`src/rtl/rob_ctrl.sv`:
```
// Reorder-buffer controller: owns head/tail pointers, per-entry valid/done bits and the storage clear vector.
// Latency: alloc grant and completion gating are combinational; a completed head is offered to commit the next cycle.
// Backpressure: allocReady_o drops while full; the head is held until commitAck_i; flush overrides everything.
module rob_ctrl #(
    parameter int ROBsize  = 32,
    parameter int addrSize = $clog2(ROBsize)
) (
    input  logic                clk_i,
    input  logic                rst_n_i,
    input  logic                allocReq_i,
    output logic                allocReady_o,
    output logic [addrSize-1:0] allocTag_o,
    output logic                decodeWriteEn_o,
    output logic [addrSize-1:0] decodeWriteAddr_o,
    input  logic                complValid_i,
    input  logic [addrSize-1:0] complTag_i,
    output logic                completionWriteEn_o,
    output logic [addrSize-1:0] completionWriteAddr_o,
    output logic                commitValid_o,
    output logic [addrSize-1:0] commitTag_o,
    input  logic                commitAck_i,
    input  logic                flush_i,
    output logic [ROBsize-1:0]  resets_o,
    output logic [addrSize:0]   count_o,
    output logic                full_o,
    output logic                empty_o
);
    localparam logic [addrSize:0] ptrOne = (addrSize+1)'(1);

    // Pointers carry an extra wrap bit so full and empty stay distinguishable.
    logic [addrSize:0]   head;
    logic [addrSize:0]   tail;
    logic [ROBsize-1:0]  valid;
    logic [ROBsize-1:0]  done;
    logic [addrSize-1:0] headIdx;
    logic [addrSize-1:0] tailIdx;
    logic                allocFire;
    logic                complFire;
    logic                commitFire;

    assign headIdx = head[addrSize-1:0];
    assign tailIdx = tail[addrSize-1:0];

    assign full_o       = (headIdx == tailIdx) && (head[addrSize] != tail[addrSize]);
    assign empty_o      = (head == tail);
    assign count_o      = tail - head;
    assign allocReady_o = ~full_o;

    assign allocFire         = allocReq_i & allocReady_o & ~flush_i;
    assign allocTag_o        = tailIdx;
    assign decodeWriteEn_o   = allocFire;
    assign decodeWriteAddr_o = tailIdx;

    assign complFire             = complValid_i & valid[complTag_i] & ~flush_i;
    assign completionWriteEn_o   = complFire;
    assign completionWriteAddr_o = complTag_i;

    assign commitValid_o = valid[headIdx] & done[headIdx];
    assign commitFire    = commitValid_o & commitAck_i & ~flush_i;
    assign commitTag_o   = headIdx;

    always_comb begin
        resets_o = {ROBsize{~rst_n_i | flush_i}};
        if (commitFire) begin
            resets_o[headIdx] = 1'b1;
        end
    end

    // Alloc, completion and commit never touch the same entry in one cycle:
    // alloc needs a free tail slot, which is neither valid nor the valid head.
    always_ff @(posedge clk_i or negedge rst_n_i) begin
        if (!rst_n_i) begin
            head  <= '0;
            tail  <= '0;
            valid <= '0;
            done  <= '0;
        end else if (flush_i) begin
            head  <= '0;
            tail  <= '0;
            valid <= '0;
            done  <= '0;
        end else begin
            if (allocFire) begin
                valid[tailIdx] <= 1'b1;
                done[tailIdx]  <= 1'b0;
                tail           <= tail + ptrOne;
            end
            if (complFire) begin
                done[complTag_i] <= 1'b1;
            end
            if (commitFire) begin
                valid[headIdx] <= 1'b0;
                done[headIdx]  <= 1'b0;
                head           <= head + ptrOne;
            end
        end
    end
endmodule

```
`config.mk`:
```
export PLATFORM = sky130hd
export DESIGN_NAME = rob_ctrl
export DESIGN_NICKNAME = d
export VERILOG_FILES = /design/src/rtl/rob_ctrl.sv
export SDC_FILE = /design/constraint.sdc
export NUM_CORES = 1
export LEC_CHECK = 0
export ABC_AREA = 1
export BUFFER_PORTS_ARGS = -buffer_cell sky130_fd_sc_hd__buf_2
export CAP_MARGIN = 15
export CORE_AREA = 2 2 127 129
export CTS_CLUSTER_DIAMETER = 200
export DETAILED_ROUTE_END_ITERATION = 8
export DIE_AREA = 0 0 129 131
export GPL_TIMING_DRIVEN = 0
export PLACE_DENSITY_LB_ADDON = 0.3
export SLEW_MARGIN = 20
export SYNTH_ARGS = -nofsm -noshare
export SYNTH_HDL_FRONTEND = slang
export SYNTH_SLANG_ARGS = --single-unit
```
`constraint.sdc`:
```
create_clock -name clk_i -period 3.75 [get_ports clk_i]
set_clock_uncertainty 0.15 [all_clocks]
set_input_delay 0.1875 -clock clk_i [delete_from_list [all_inputs] [get_ports clk_i]]
set_output_delay 0.1875 -clock clk_i [all_outputs]
set_load 0.01 [all_outputs]
```
# Yosys cells after proc, flatten, opt, wreduce, memory -nomap -nowiden
# Cells that the tools add are included.
dict set report word_totals {
  inputBits 11
  output_inout_bits 64
  ff_bits 76
  elab_cells 68
}
dict set report classes {
  n_bitwise 19
  n_eq_ne 3
  addsub 3
  mux 27
  n_reduce_logical 6
  order_cmp 6
}
# cell count
set op_table {}
lappend op_table {{$mux 32} 11}
lappend op_table {{$and 32x32->32} 3}
lappend op_table {{$or 32x32->32} 3}
lappend op_table {{$not 32->32} 2}
lappend op_table {{$mux 6} 4}
lappend op_table {{$lt 5x6->1 const B} 3}
lappend op_table {{$bmux 1 s5} 3}
lappend op_table {{$demux 1 s5} 3}
lappend op_table {{$ge 5x1->1 const B} 3}
lappend op_table {{$add 6x1->6 const B} 2}
lappend op_table {{$and 1x1->1} 7}
lappend op_table {{$eq 6x6->1} 1}
lappend op_table {{$mux 1} 6}
lappend op_table {{$sub 6x6->6} 1}
lappend op_table {{$eq 5x5->1} 1}
lappend op_table {{$logic_and 1x1->1} 4}
lappend op_table {{$reduce_bool 2->1} 2}
lappend op_table {{$not 1->1} 3}
lappend op_table {{$ne 1x1->1} 1}
lappend op_table {{$or 1x1->1} 1}

# Longest topological paths before layout
dict set report depth {
  word_depth 14
  mapped_depth 17
  mapped_depth_nobuf 14
}

# Least setup slack after synthesis
# Ideal clock, no wire load.
dict set report synth_path {
  path_type {reg2reg}
  from {register head[1]}
  to {register valid[13]}
  t_arrival_ns 2.340
  t_required_ns 3.468
  period_less_slack_ns 2.622
  slack_ns 1.128
  n_path_buf 4
  setup_time_ns 0.132
  stages_incl_launch_ff 17
  path_cell_list {dfrtp_1 > buf_2 > inv_1 > buf_2 > ha_1 > nand2_1 > nor3_1 > nand2_1 > nand2_1 > nor2_1 > buf_2 > buf_2 > nand3_1 > nand3_1 > nand3_1 > nand2_1 > nor2_1}
}
dict set report synth_between {
  elab_chain_cells 10
  elab_cells_between_ends 23
  classes_between {2 x order compare; 1 x eq/ne; 10 x mux; 8 x bitwise; 2 x reduce/logical}
}
# item line
set synth_rtl {}
lappend synth_rtl {{from (decl)} 31} ;# logic [addrSize:0] head;
lappend synth_rtl {{from (signal assigned)} 94} ;# head <= head + ptrOne;
lappend synth_rtl {{$eq 5x5->1 (*)} 44} ;# assign full_o = (headIdx == tailIdx) && (head[addrSize] != tail[addrSize]);
lappend synth_rtl {{$logic_and 1x1->1 (*)} 44}
lappend synth_rtl {{$not 1->1 (*)} 47} ;# assign allocReady_o = ~full_o;
lappend synth_rtl {{named net allocReady_o} 11} ;# output logic allocReady_o,
lappend synth_rtl {{$and 1x1->1 (*) (2 in series)} 49} ;# assign allocFire = allocReq_i & allocReady_o & ~flush_i;
lappend synth_rtl {{$mux 32 (*)} 83} ;# if (allocFire) begin
lappend synth_rtl {{$mux 32 (*)} 77} ;# end else if (flush_i) begin
lappend synth_rtl {{$and 32x32->32 (no line)} n/a}
lappend synth_rtl {{$mux 32 (*)} 91} ;# if (commitFire) begin
lappend synth_rtl {{$mux 32 (*)} 77}
lappend synth_rtl {{to (signal assigned)} 75} ;# valid <= '0;
lappend synth_rtl {{to (signal assigned)} 80} ;# valid <= '0;
lappend synth_rtl {{to (signal, indexed assignment)} 92} ;# valid[headIdx] <= 1'b0;
lappend synth_rtl {{to (decl)} 33} ;# logic [ROBsize-1:0] valid;
# Mark *: on every way through the listed nets, which the timed path passes. The rest lies on a longest branch. The select of a mux whose other input is x is not followed.
# A chain may end at the register's enable or synchronous reset.

# Worst setup path in the final report
dict set report layout_path {
  from {register head[0]}
  to {output resets_o[0]}
}
dict set report layout_between {
  elab_chain_cells 6
  elab_cells_between_ends 14
  classes_between {2 x order compare; 7 x mux; 4 x bitwise; 1 x reduce/logical}
}
# item line
set layout_rtl {}
lappend layout_rtl {{$lt 5x6->1 (implied by the code), or another cell as far along} 65} ;# resets_o[headIdx] = 1'b1;
lappend layout_rtl {{$logic_and 1x1->1 (implied by the code) / $mux 1 (equally long branches)} {65, 58}}
lappend layout_rtl {{$mux 1 (implied by the code) / $and 1x1->1 (equally long branches)} {65, 58}}
lappend layout_rtl {{$demux 1 s5 / $and 1x1->1 (equally long branches)} {65, 59}}
lappend layout_rtl {{$or 32x32->32 (no line) / $and 1x1->1 (equally long branches)} n/a}
lappend layout_rtl {{$mux 32 (*)} 64} ;# if (commitFire) begin
lappend layout_rtl {{to (decl)} 23} ;# output logic [ROBsize-1:0] resets_o,
# Mark *: on every way between the ends. The rest lies on a longest branch, timed or not. The select of a mux whose other input is x is not followed.

==> flow_metrics.py <==
metrics = {
    "outcome": {
        "status": "finished clean",
    },
    "logic_synthesis": {
        "synth-edff-count": 0,
        "synth_common_cells": "nand2_1, nand3_1, inv_1",
        "synth_most_common_cell": "nand2_1",
        "async_reset_ff_share_pct": 100.0,
        "synthDominantCellAreaShare_pct": 27.92,
        "synthCells": 1138,
        "syn-cell-area_sq_um": 6812,
        "synthTopCellsByArea": "dfrtp_1, nand2_1, nand3_1, inv_1, nor2_1",
        "ys_ff_latch": 76,
        "ys.flop_type": "dfrtp_1",
        "yosys.area.top_type": "dfrtp_1",
        "synth_nets": 1163,
        "syn_area_per_cell_sq_um": 5.986,
        "yosysWarnings": 0,
        "yosysUniqueCellTypes": 30,
        "ys_seq_area_share_pct": 27.92,
    },
    "global_route": {
        "grtUsageTotal_pct": 31.99,
        "overflow": 0,
        "grt_max_degree": 51,
        "grt_pass1_wl_um": 40670,
        "antenna_found_initial": 0,
        "grt_pass1_vias": 7253,
    },
    "worst_setup_path": {
        "critPathSlowestCell": "clkbuf_2",
        "r2r-end": "done[8]",
        "worstPathRequired_ns": 3.41,
        "r2r-start": "head[1]",
        "end_kind": "output port",
        "worstSetupPathType": "flop to output port",
        "critPathBufInv": 6,
        "rrSetupSlack_ns": 0.16,
        "worstPathMaxFanout": 11,
        "path_cells": "buf_2 -> inv_2 -> buf_2 -> ha_1 -> buf_1 -> clkbuf_2 -> nand4_1 -> nand2_1 -> buf_2",
        "slowest_delay_ns": 0.48,
        "cp_top_family": "buffers and inverters",
        "critPathArrivalTime_ns": 3.26,
        "cp-start-kind": "flop",
        "r2r_cells": 15,
        "crit_top_cell": "buf_2",
    },
    "clock_network": {
        "numCtsBuffers": 9,
        "cts_setup_buffers": 0,
        "clock_latency_ns": 0.36,
        "clock_sinks": 76,
        "cts_buffer_depth": 2,
        "htree_levels": 3,
        "cts-root-buf": "clkbuf_16",
        "cts_tree": "yes",
        "clk_pin_slew_ns": 0.06,
    },
    "floorplan": {
        "ios": 75,
        "floorplan.initialDensity_pct": 43.67,
        "die_area_sq_um": 16900,
        "fp.dieW_um": 129,
        "core-area_sq_um": 15600,
        "die_h_um": 131,
        "row_count": 46,
    },
    "timing": {
        "slew_headroom_pct": 36.13,
        "rsz0062_at_grt": "no",
        "max_freq_ghz": 0.2780,
        "finalHoldViolCount": 0,
        "fin_tns_setup_ns": 0,
        "tightest_slew_ns": 0.9545,
        "finalSetupViolCount": 0,
        "worst_slack_ns": 0.1530,
        "slew_viol_final": 0,
        "min_period_ns": 3.597,
        "finalCritPeriodShare_pct": 95.92,
    },
    "final_layout": {
        "multi_input_area_sq_um": 3935,
        "regArea_sq_um": 1902,
        "nNetsFinal": 1250,
        "area_growth_pct": 14.97,
        "fill_cells": 1655,
        "antennaDiodeCount": 0,
        "layout-drive-gt1-share_pct": 12.76,
    },
    "detailed_routing": {
        "drt_iter0_markers": 1103,
        "drc_errors": 0,
        "routed_via_density": 5.650,
        "wl_per_cell_um": 18.46,
        "vias": 8170,
        "drt-pass1-iter-count": 8,
        "finalWirelength_um": 26690,
        "drtAntennaViolNets": 0,
    },
    "place": {
        "post-dp-hpwl_um": 18680,
        "port_buffers": 74,
        "gp_congestion": 0.9889,
        "pre_cts_ws_ns": 0.3390,
    },
    "pwr": {
        "p_per_area_nw_per_um2": 295.1,
        "cellLeakagePower_nw": 4.327,
        "ir_drop_uv": 220.2,
    },
    "min_path": {
        "hold_class": "input pin to asynchronous set/reset pin",
    },
    "flow_run": {
        "cap_violations": 0,
    },
}
## final cells by class
cell class / instances / share of cell area (%)
Clock inverter: 5 / 1.278
Clock buffer: 11 / 2.972
Tap cell: 216 / 3.451
Multi-Input combinational cell: 839 / 50.25
Timing Repair Buffer: 76 / 5.240
Sequential cell: 76 / 24.28
Inverter: 136 / 6.551
Buffer: 87 / 5.975
## layer usage
metal	routed length, um	vias up	track usage (%)
met3	2765	120	5.090
met2	11600	521	49.36
li1	-	3793	-
met1	10750	3736	42.59
met4	1576	0	18.73
met5	0	-	0
## metrics by stage
stage          instance area [sq um]  power [mW]  utilization (%)  cells  hold slack, ns
2_1_floorplan                   6812       1.142                -   1138         -0.2581
3_3_place_gp                    7452       1.285            47.78   1428          0.3835
3_5_place_dp                    7482       1.293            47.97   1429       -0.009013
4_1_cts                         7825       2.309            50.17   1446          0.1581
5_1_grt                         7831       2.399            50.21   1446          0.2090
6_report                        7831       2.311            50.21   1446          0.1479
## how the worst max path moves through the flow
stage | startpoint | to | cells after the start
2_1_floorplan | head[1] | valid[13] | 16
3_3_place_gp | head[1] | done[16] | 15
3_5_place_dp | head[1] | done[8] | 15
4_1_cts | head[0] | resets_o[0] | 9
5_1_grt | head[1] | done[26] | 15
6_report | head[0] | resets_o[0] | 9
## registers in the layout, summed over array words and instances, names as in the netlist
| signal | flops |
|---|---|
| valid | 32 |
| tail | 6 |
| head | 6 |
| done | 32 |
## where the power goes
part | internal, mW | switching [mW]
clock | 0.649 | 0.369
sequential | 0.845 | 0.0192
combinational | 0.130 | 0.299
total | 1.62 | 0.687
## kinds of logic (layout without fill, tap and decap cells)
family / Yosys count / after routing / synth area share, %
AND/OR/NAND/NOR: 734 / 734 / 46.00
buffers and inverters: 223 / 315 / 14.31
AO/OA/AOI/OAI: 85 / 85 / 8.321
flip-flops: 76 / 76 / 27.92
adder cells (fa/ha/maj): 14 / 14 / 2.682
XOR/XNOR: 6 / 6 / 0.7715
## cells in the final DEF, fill, tap and decap left out, drive strengths merged
master	netlist	layout
a21oi	16	16
a22oi	16	16
buf	56	131
bufinv	0	3
clkbuf	31	42
clkinv	0	2
dfrtp	76	76
dlygate4sd3	0	1
fa	1	1
ha	13	13
inv	136	136
nand2	444	444
nand3	142	142
nand4	35	35
nor2	87	87
nor3	22	22
nor3b	1	1
nor4	2	2
o211ai	40	40
o21ai	12	12
o22ai	1	1
or2	1	1
xnor2	2	2
xor2	4	4
## timing repair
item,in CTS,in global routing
hold buffers,1,0
resized for setup,0,10
endpoints found under the hold margin,36,0
endpoints found under the setup margin,0,28
(Power assumes the default switching activity.)
